<file path="src/rtl/uart_wb_pkg.sv">
// rtl/uart_wb_pkg.sv - command codes and FSM encoding shared by the UART-to-Wishbone bridge
package uart_wb_pkg;

  localparam logic [7:0] CMD_WRITE = 8'h01;
  localparam logic [7:0] CMD_READ  = 8'h02;

  typedef enum logic [2:0] {
    IDLE  = 3'd0,
    LEN   = 3'd1,
    ADDR  = 3'd2,
    WDATA = 3'd3,
    WBUS  = 3'd4,
    RBUS  = 3'd5,
    RDATA = 3'd6
  } state_t;

endpackage

</file>
<file path="src/rtl/uart_wb_bridge.sv">
// rtl/uart_wb_bridge.sv - byte-stream command bridge to a classic Wishbone master
// Frames: cmd, N, 4 address bytes, then N big-endian words in or out.
module uart_wb_bridge
  import uart_wb_pkg::*;
#(
  parameter int ADDR_WIDTH = 30,
  parameter int TIMEOUT    = 100000
) (
  input  logic                  clk,
  input  logic                  rst,
  input  logic [7:0]            rx_data,
  input  logic                  rx_valid,
  output logic                  rx_ready,
  output logic [7:0]            tx_data,
  output logic                  tx_valid,
  input  logic                  tx_ready,
  output logic [ADDR_WIDTH-1:0] wb_adr,
  output logic [31:0]           wb_dat_w,
  input  logic [31:0]           wb_dat_r,
  output logic [3:0]            wb_sel,
  output logic                  wb_cyc,
  output logic                  wb_stb,
  output logic                  wb_we,
  input  logic                  wb_ack
);

  localparam logic [31:0] TIMEOUT_M1 = 32'(TIMEOUT - 1);

  state_t                r_state;
  state_t                w_next;
  logic                  r_is_read;
  logic [7:0]            r_words_left;
  logic [1:0]            r_byte_cnt;
  logic [23:0]           r_shift;
  logic [23:0]           r_rdat;
  logic [31:0]           r_idle_cnt;
  logic [ADDR_WIDTH-1:0] r_adr;
  logic [31:0]           r_wdat;
  logic [7:0]            r_tx_data;
  logic                  r_tx_valid;

  logic        w_rx_fire;
  logic        w_tx_fire;
  logic        w_rx_phase;
  logic        w_timeout;
  logic        w_bus;
  logic        w_last_word;
  logic [31:0] w_word;

  assign w_rx_fire   = rx_valid && rx_ready;
  assign w_tx_fire   = r_tx_valid && tx_ready;
  assign w_rx_phase  = (r_state == LEN) || (r_state == ADDR) || (r_state == WDATA);
  assign w_timeout   = w_rx_phase && !w_rx_fire && (r_idle_cnt == TIMEOUT_M1);
  assign w_bus       = (r_state == WBUS) || (r_state == RBUS);
  assign w_last_word = (r_words_left == 8'd1);
  assign w_word      = {r_shift, rx_data};

  assign tx_data  = r_tx_data;
  assign tx_valid = r_tx_valid;
  assign wb_adr   = r_adr;
  assign wb_dat_w = r_wdat;

  always_ff @(posedge clk) begin
    if (rst) r_state <= IDLE;
    else     r_state <= w_next;
  end

  always_comb begin
    w_next   = r_state;
    rx_ready = !rst && (w_rx_phase || (r_state == IDLE));
    wb_cyc   = w_bus;
    wb_stb   = w_bus;
    wb_sel   = w_bus ? 4'hF : 4'h0;
    wb_we    = (r_state == WBUS);
    case (r_state)
      IDLE: begin
        if (w_rx_fire && ((rx_data == CMD_WRITE) || (rx_data == CMD_READ))) w_next = LEN;
      end
      LEN: begin
        if (w_rx_fire)      w_next = ADDR;
        else if (w_timeout) w_next = IDLE;
      end
      ADDR: begin
        if (w_rx_fire && (r_byte_cnt == 2'd3)) begin
          if (r_words_left == 8'd0) w_next = IDLE;
          else if (r_is_read)       w_next = RBUS;
          else                      w_next = WDATA;
        end else if (w_timeout) begin
          w_next = IDLE;
        end
      end
      WDATA: begin
        if (w_rx_fire && (r_byte_cnt == 2'd3)) w_next = WBUS;
        else if (w_timeout)                    w_next = IDLE;
      end
      WBUS: begin
        if (wb_ack) w_next = w_last_word ? IDLE : WDATA;
      end
      RBUS: begin
        if (wb_ack) w_next = RDATA;
      end
      RDATA: begin
        if (w_tx_fire && (r_byte_cnt == 2'd3)) w_next = w_last_word ? IDLE : RBUS;
      end
      default: w_next = IDLE;
    endcase
  end

  always_ff @(posedge clk) begin
    if (rst) begin
      r_is_read    <= 1'b0;
      r_words_left <= '0;
      r_byte_cnt   <= '0;
      r_shift      <= '0;
      r_rdat       <= '0;
      r_idle_cnt   <= '0;
      r_adr        <= '0;
      r_wdat       <= '0;
      r_tx_data    <= '0;
      r_tx_valid   <= 1'b0;
    end else begin
      if (w_rx_phase && !w_rx_fire) r_idle_cnt <= w_timeout ? 32'd0 : r_idle_cnt + 32'd1;
      else                          r_idle_cnt <= 32'd0;

      if (w_rx_fire) begin
        case (r_state)
          IDLE: r_is_read <= (rx_data == CMD_READ);
          LEN: begin
            r_words_left <= rx_data;
            r_byte_cnt   <= 2'd0;
          end
          ADDR, WDATA: begin
            r_shift    <= w_word[23:0];
            r_byte_cnt <= r_byte_cnt + 2'd1;
            if (r_byte_cnt == 2'd3) begin
              if (r_state == ADDR) r_adr  <= w_word[ADDR_WIDTH-1:0];
              else                 r_wdat <= w_word;
            end
          end
          default: ;
        endcase
      end

      // Address advances on every acked word and wraps at the bus width.
      if (w_bus && wb_ack) begin
        r_adr <= r_adr + ADDR_WIDTH'(1);
        if (r_state == WBUS) begin
          r_words_left <= r_words_left - 8'd1;
        end else begin
          r_rdat     <= wb_dat_r[23:0];
          r_tx_data  <= wb_dat_r[31:24];
          r_tx_valid <= 1'b1;
          r_byte_cnt <= 2'd0;
        end
      end

      if ((r_state == RDATA) && w_tx_fire) begin
        r_byte_cnt <= r_byte_cnt + 2'd1;
        case (r_byte_cnt)
          2'd0: r_tx_data <= r_rdat[23:16];
          2'd1: r_tx_data <= r_rdat[15:8];
          2'd2: r_tx_data <= r_rdat[7:0];
          default: begin
            r_tx_valid   <= 1'b0;
            r_words_left <= r_words_left - 8'd1;
          end
        endcase
      end
    end
  end

endmodule

</file>
<file path="config.mk">
export PLATFORM = sky130hd
export DESIGN_NAME = uart_wb_bridge
export DESIGN_NICKNAME = d
export VERILOG_FILES = /design/src/rtl/uart_wb_pkg.sv /design/src/rtl/uart_wb_bridge.sv
export SDC_FILE = /design/constraint.sdc
export NUM_CORES = 1
export LEC_CHECK = 0
export CORE_MARGIN = 2
export CORE_UTILIZATION = 30
export CTS_CLUSTER_DIAMETER = 30
export DETAILED_ROUTE_END_ITERATION = 8
export MAX_ROUTING_LAYER = met4
export PLACE_DENSITY = 0.61
export SYNTH_ARGS = -nofsm -noshare
export SYNTH_HDL_FRONTEND = slang
export SYNTH_SLANG_ARGS = --single-unit
</file>
<file path="constraint.sdc">
create_clock -name clk -period 2.3 [get_ports clk]
set_input_delay 0.46 -clock clk [delete_from_list [all_inputs] [get_ports clk]]
set_output_delay 0.46 -clock clk [all_outputs]
set_load 0.05 [all_outputs]
</file>
-- Yosys cells after proc, flatten, opt, wreduce, memory -nomap -nowiden
Cells that the tools add are included.
- bits in registers: 165
- logic and storage cells: 106
- output and inout bits: 79
- bits of input ports: 45
- equality and inequality tests: 17
- bitwise gates (word level): 3
- $add $sub $neg: 4
- muxes and demuxes: 38
- reductions and logical operators: 33
- operators with widths (kind ; count):
    $mux W30 ; 5
    $mux W8 ; 9
    $mux W3 ; 11
    $add A32 B1 Y32 const B ; 1
    $eq A32 B17 Y1 const B ; 1
    $add A30 B1 Y30 const B ; 1
    $pmux W8 S3 ; 1
    $pmux W3 S7 ; 1
    $eq A8 B1 Y1 const B ; 2
    $reduce_and A4 Y1 ; 3
    $logic_and A1 B1 Y1 ; 10
    $mux W2 ; 5
    $eq A3 B3 Y1 const B ; 3
    $eq A8 B2 Y1 const B ; 1
    $logic_not A8 Y1 ; 1
    $reduce_bool A2 Y1 ; 4
    $sub A8 B1 Y8 const B ; 1
    $eq A3 B2 Y1 const B ; 2
    $reduce_and A2 Y1 ; 3
    $reduce_or A3 Y1 ; 2
    $logic_or A1 B1 Y1 ; 5
    $eq A2 B2 Y1 const B ; 2
    $mux W1 ; 4
    $mux W4 ; 1
    11 further kinds ; 16

-- Longest topological paths before layout
Gate-level depths: netlist of the first run.
- depth after elaboration: 12
- depth in mapped cells: 8
- gate-level depth less buffers: 7

-- Least setup slack after synthesis of the first run
OpenSTA, ideal clock, no wires.
- path type: input-to-reg
- from: input rst
- to: register r_idle_cnt[11]
- data arrival time: 2.336 ns
- setup time: 0.065 ns
- slack: -0.101 ns
- stages: 6
- required time: 2.235 ns
- path buffers: 3
- cell sequence: clkbuf_1 > nor2_1 > or4b_2 > clkbuf_1 > buf_2 > nor2_1
- cells in the longest elaborated chain, start to end: 7
- elaborated cells on any way between the ends: 8
- those cells by class: bitwise: 1; reduce/logical: 7
- RTL lines (element ; RTL line ; text):
    from (decl) ; uart_wb_bridge.sv:10 ; input logic rst,
    $logic_not A1 Y1 * ; uart_wb_bridge.sv:70 ; rx_ready = !rst && (w_rx_phase || (r_state == IDLE));
    $logic_and A1 B1 Y1 * ; uart_wb_bridge.sv:70 ;
    via rx_ready ; uart_wb_bridge.sv:13 ; output logic rx_ready,
    $logic_and A1 B1 Y1 * ; uart_wb_bridge.sv:50 ; assign w_rx_fire = rx_valid && rx_ready;
    $logic_not A1 Y1 * ; uart_wb_bridge.sv:53, uart_wb_bridge.sv:122 ;
    $logic_and A1 B1 Y1 * ; uart_wb_bridge.sv:53, uart_wb_bridge.sv:122 ;
    $logic_and A1 B1 Y1 or $not A1 Y1 (tied branches) ; -- ;
    $reduce_or A3 Y1 (no source line) * ; -- ;
    to (signal assigned) ; uart_wb_bridge.sv:122 ; if (w_rx_phase && !w_rx_fire) r_idle_cnt <= w_timeout ? 32'd0 : r_idle_cnt + 32'd1;
    to (decl) ; uart_wb_bridge.sv:36 ; logic [31:0] r_idle_cnt;
The timed path passes the listed nets; every way through them passes the cells marked *.
A chain may end at the register's enable or synchronous reset.

-- Worst setup path in the final report of the first run
- from: register r_adr[0], in the netlist wb_adr[0]
- to: output wb_adr[0]
- RTL lines (element ; RTL line ; text):
    from (decl) ; uart_wb_bridge.sv:37 ; logic [ADDR_WIDTH-1:0] r_adr;
    from (signal assigned) ; uart_wb_bridge.sv:136 ; if (r_state == ADDR) r_adr <= w_word[ADDR_WIDTH-1:0];
    from (signal assigned) ; uart_wb_bridge.sv:146 ; r_adr <= r_adr + ADDR_WIDTH'(1);
    to (decl) ; uart_wb_bridge.sv:17 ; output logic [ADDR_WIDTH-1:0] wb_adr,
No word-level cell between the ends.

==> results of run 1 <==
[routing by layer]
layer | track usage | part of all wire | wire (um) | vias to the layer above
li1 | - | - | - | 3619
met1 | 0.239 | 0.48 | 10800 | 3411
met2 | 0.256 | 0.45 | 10300 | 206
met3 | 0.0287 | 0.055 | 1250 | 19
met4 | 0.0531 | 0.015 | 338 | 0
met5 | - | 0 | 0 | -
[stage by stage]
| stage | utilization | power [uW] | cells | setup slack, ps | area (um2) |
|---|---|---|---|---|---|
| after floorplan | - | 2970 | 949 | 137 | 7610 |
| final | 0.406 | 6110 | 1422 | 61.3 | 10200 |
| after global routing | 0.406 | 6320 | 1422 | 0.279 | 10200 |
| after CTS | 0.405 | 6190 | 1421 | 8.36 | 10100 |
| after detailed placement | 0.379 | 3100 | 1389 | -2.62 | 9490 |
| after global placement | 0.379 | 3100 | 1389 | 83.3 | 9490 |
[kinds of logic after synthesis]
kind of cell             count (synthesis)  share of synthesized area
AO/OA/AOI/OAI                          227                      0.185
multiplexers                             6                    0.00822
flip-flops                             165                      0.434
AND/OR/NAND/NOR                        431                      0.277
XOR/XNOR                                31                     0.0357
buffers and inverters                   80                     0.0454
adder cells (fa/ha/maj)                  9                     0.0148
[how the worst max path moves through the flow]
stage / start / endpoint / slack (ps) / depth (start not counted)
2_1_floorplan: rst / r_idle_cnt[11] / 140 / 6
3_3_place_gp: rx_valid / r_state[1] / 80 / 6
3_5_place_dp: rx_valid / r_state[0] / -3 / 6
4_1_cts: wb_adr[6] / wb_adr[6] / 8 / 1
5_1_grt: wb_adr[7] / wb_adr[7] / 0.3 / 1
6_report: wb_adr[0] / wb_adr[0] / 60 / 1
[power breakdown]
group | internal, uW | switching [uW]
clock network | 1690 | 1380
logic | 90.9 | 91.4
registers | 2850 | 0.135
total | 4640 | 1470
[repair_timing]
item                                    in CTS  in global routing
endpoints found under the setup margin       0                  7
buffers inserted                             0                  1
gates resized for setup                      0                  3
[layout make-up]
cell class,instances,area [um2]
flip-flops and latches,165,3300
multi-input cells,704,3980
clock buffers,17,425
well taps,330,413
repair buffers,176,1760
fillers,2504,14900
clock inverters,15,229
inverters,15,60.1
[state kept, by name (all words and copies together), names as in the netlist]
signal        cells
r_byte_cnt        2
r_idle_cnt       32
r_is_read         1
r_rdat           24
r_shift          24
r_state           3
r_words_left      8
tx_data           8
tx_valid          1
wb_adr           30
wb_dat_w         32
[cells in the final DEF (no fill, tap or decap), drive strengths merged, types with 3 or more instances in the layout]
| cell type | n |
|---|---|
| o21ai | 29 |
| clkdlybuf4s50 | 112 |
| a222oi | 9 |
| a32oi | 3 |
| a221oi | 6 |
| nand2 | 211 |
| nor3b | 3 |
| and4 | 4 |
| nor2 | 69 |
| nor3 | 15 |
| ha | 9 |
| nor4 | 14 |
| or4 | 5 |
| mux2i | 4 |
| or3 | 7 |
| nand3 | 30 |
| nor4b | 3 |
| clkinv | 6 |
| xnor2 | 12 |
| or2 | 3 |
| xor2 | 19 |
| and3 | 14 |
| nor2b | 4 |
| a21oi | 108 |
| a21o | 3 |
| a22oi | 3 |
| buf | 62 |
| clkbuf | 17 |
| a31oi | 17 |
| inv | 21 |
| nand4 | 21 |
| a211oi | 22 |
| and2 | 16 |
| o311ai | 3 |
| dfxtp | 165 |
| o211ai | 5 |
==> qor.csv, run 1 <==
metric,value,unit
outcome,completed,
Final Hold Viols,0,
reg2reg setup slack,330,ps
"Cell Area, Synth",7610,um2
hold-critical path depth,2,
Post-synth EDFFs,0,
CP max stage cell,clkdlybuf4s50_1,
CTS tree,yes,
RD Place Congestion,0.879,
layout cells sized above 1,0.110,
critical-path cell list,clkdlybuf4s50_1,
Worst Hold Class,reg -> reg,
Setup Crit Path Kind,reg -> out,
CP startpoint kind,flip-flop,
via/cell ratio,5.10,
RSZ-0062 raised after global routing,no,
min Tclk post-route,2240,ps
root buffer selected by CTS,clkbuf_16,
Max Buffers Root-to-Sink,2,
cell family with most CP delay,buffers and inverters,
Register-to-Register Path Depth,6,
dominant cells by area after synthesis,"dfxtp_1 43%, nand2_1 10%, a21oi_1 7.1%, nor2_1 3.3%, xor2_1 2.2%",
RR Startpoint,r_idle_cnt[0],
largest net degree at the start of global routing,57,
measured slew at the worst slew-check pin,627,ps
sequential-to-total area share from yosys stat,0.434,
r2r endpoint,r_idle_cnt[24],
Max Slew Vio Count,0,
num rows,58,
Synth top area share,0.434,
H-tree lvl count,4,
Final Net Count,1133,
worst hold start,r_shift[22],
Synth Register Bits,165,
WL/cell,15.9,um
Cell variety after synth,74,
Most used DFF post-synth,dfxtp_1,
"CTS clk-pin slew, worst paths",80,ps
CP peak stage delay,900,ps
DRC Markers,0,
Pwr Density,600,nW/um2
# port buffers,123,
post-synthesis cell type with the largest combined area,dfxtp_1,
Worst EP required,1840,ps
most common cell in the synthesized netlist,nand2_1,
GRT Total Usage,0.172,
core area,25000,um2
Peak VDD IR,328,uV
First-pass DRT Iterations,7,
Initial Util,0.304,
initial antenna violation count,0,
leak pwr,0.00338,uW
Detailed Route WL,22600,um
FMAX,0.447,GHz
vias in the first global route,6564,
GR Overflow Total,0,
clk_lat worst skew,430,ps
setup TNS,0,ps
Area Growth Syn to Fin,33.7,%
die area,26700,um2
Ports,124,
final hold slack,455,ps
Cells after Synth,949,
die width,163,um
DRT iter0 DRCs,542,
crit path DAT,1780,ps
Max-Slew Margin vs Limit,0.579,
Synth Net Count,1003,
ANT cells,0,
"Avg Cell Area, Syn",8.02,um2
Routed Antenna Nets,0,
WP buf/inv,1,
synth cell count leaders,"210 x nand2_1, 165 x dfxtp_1, 108 x a21oi_1, 67 x nor2_1, 37 x clkbuf_1",
final cycle utilization of the critical path,0.973,
Synthesis Warnings,0,
global-route wire length before repair,35300,um
Crit. End Element,output port,
maxcap violations,0,
TritonCTS Sinks,165,
hold path endpoint,wb_dat_w[30],
crit path max fanout,6,
Final HPWL DP,16000,um
CTS Hold Bufs,0,
ys async rst share,0,
final setup fails,0,
clk_skew,14.5,ps
Die H,163,um
CTS Buf Count,17,
vias post-DR,7255,
No activity file was read; power rests on OpenSTA's default activity.
==> run 2, diff against run 1 <==
--- a/config.mk
+++ b/config.mk
@@ -7,6 +7,7 @@
 export LEC_CHECK = 0
 export CORE_MARGIN = 2
 export CORE_UTILIZATION = 30
+export CTS_BUF_LIST = sky130_fd_sc_hd__clkbuf_16
 export CTS_CLUSTER_DIAMETER = 30
 export DETAILED_ROUTE_END_ITERATION = 8
 export MAX_ROUTING_LAYER = met4
==> results of run 2 <==
The final DEF is identical to that of run 1; final timing and power are the same.
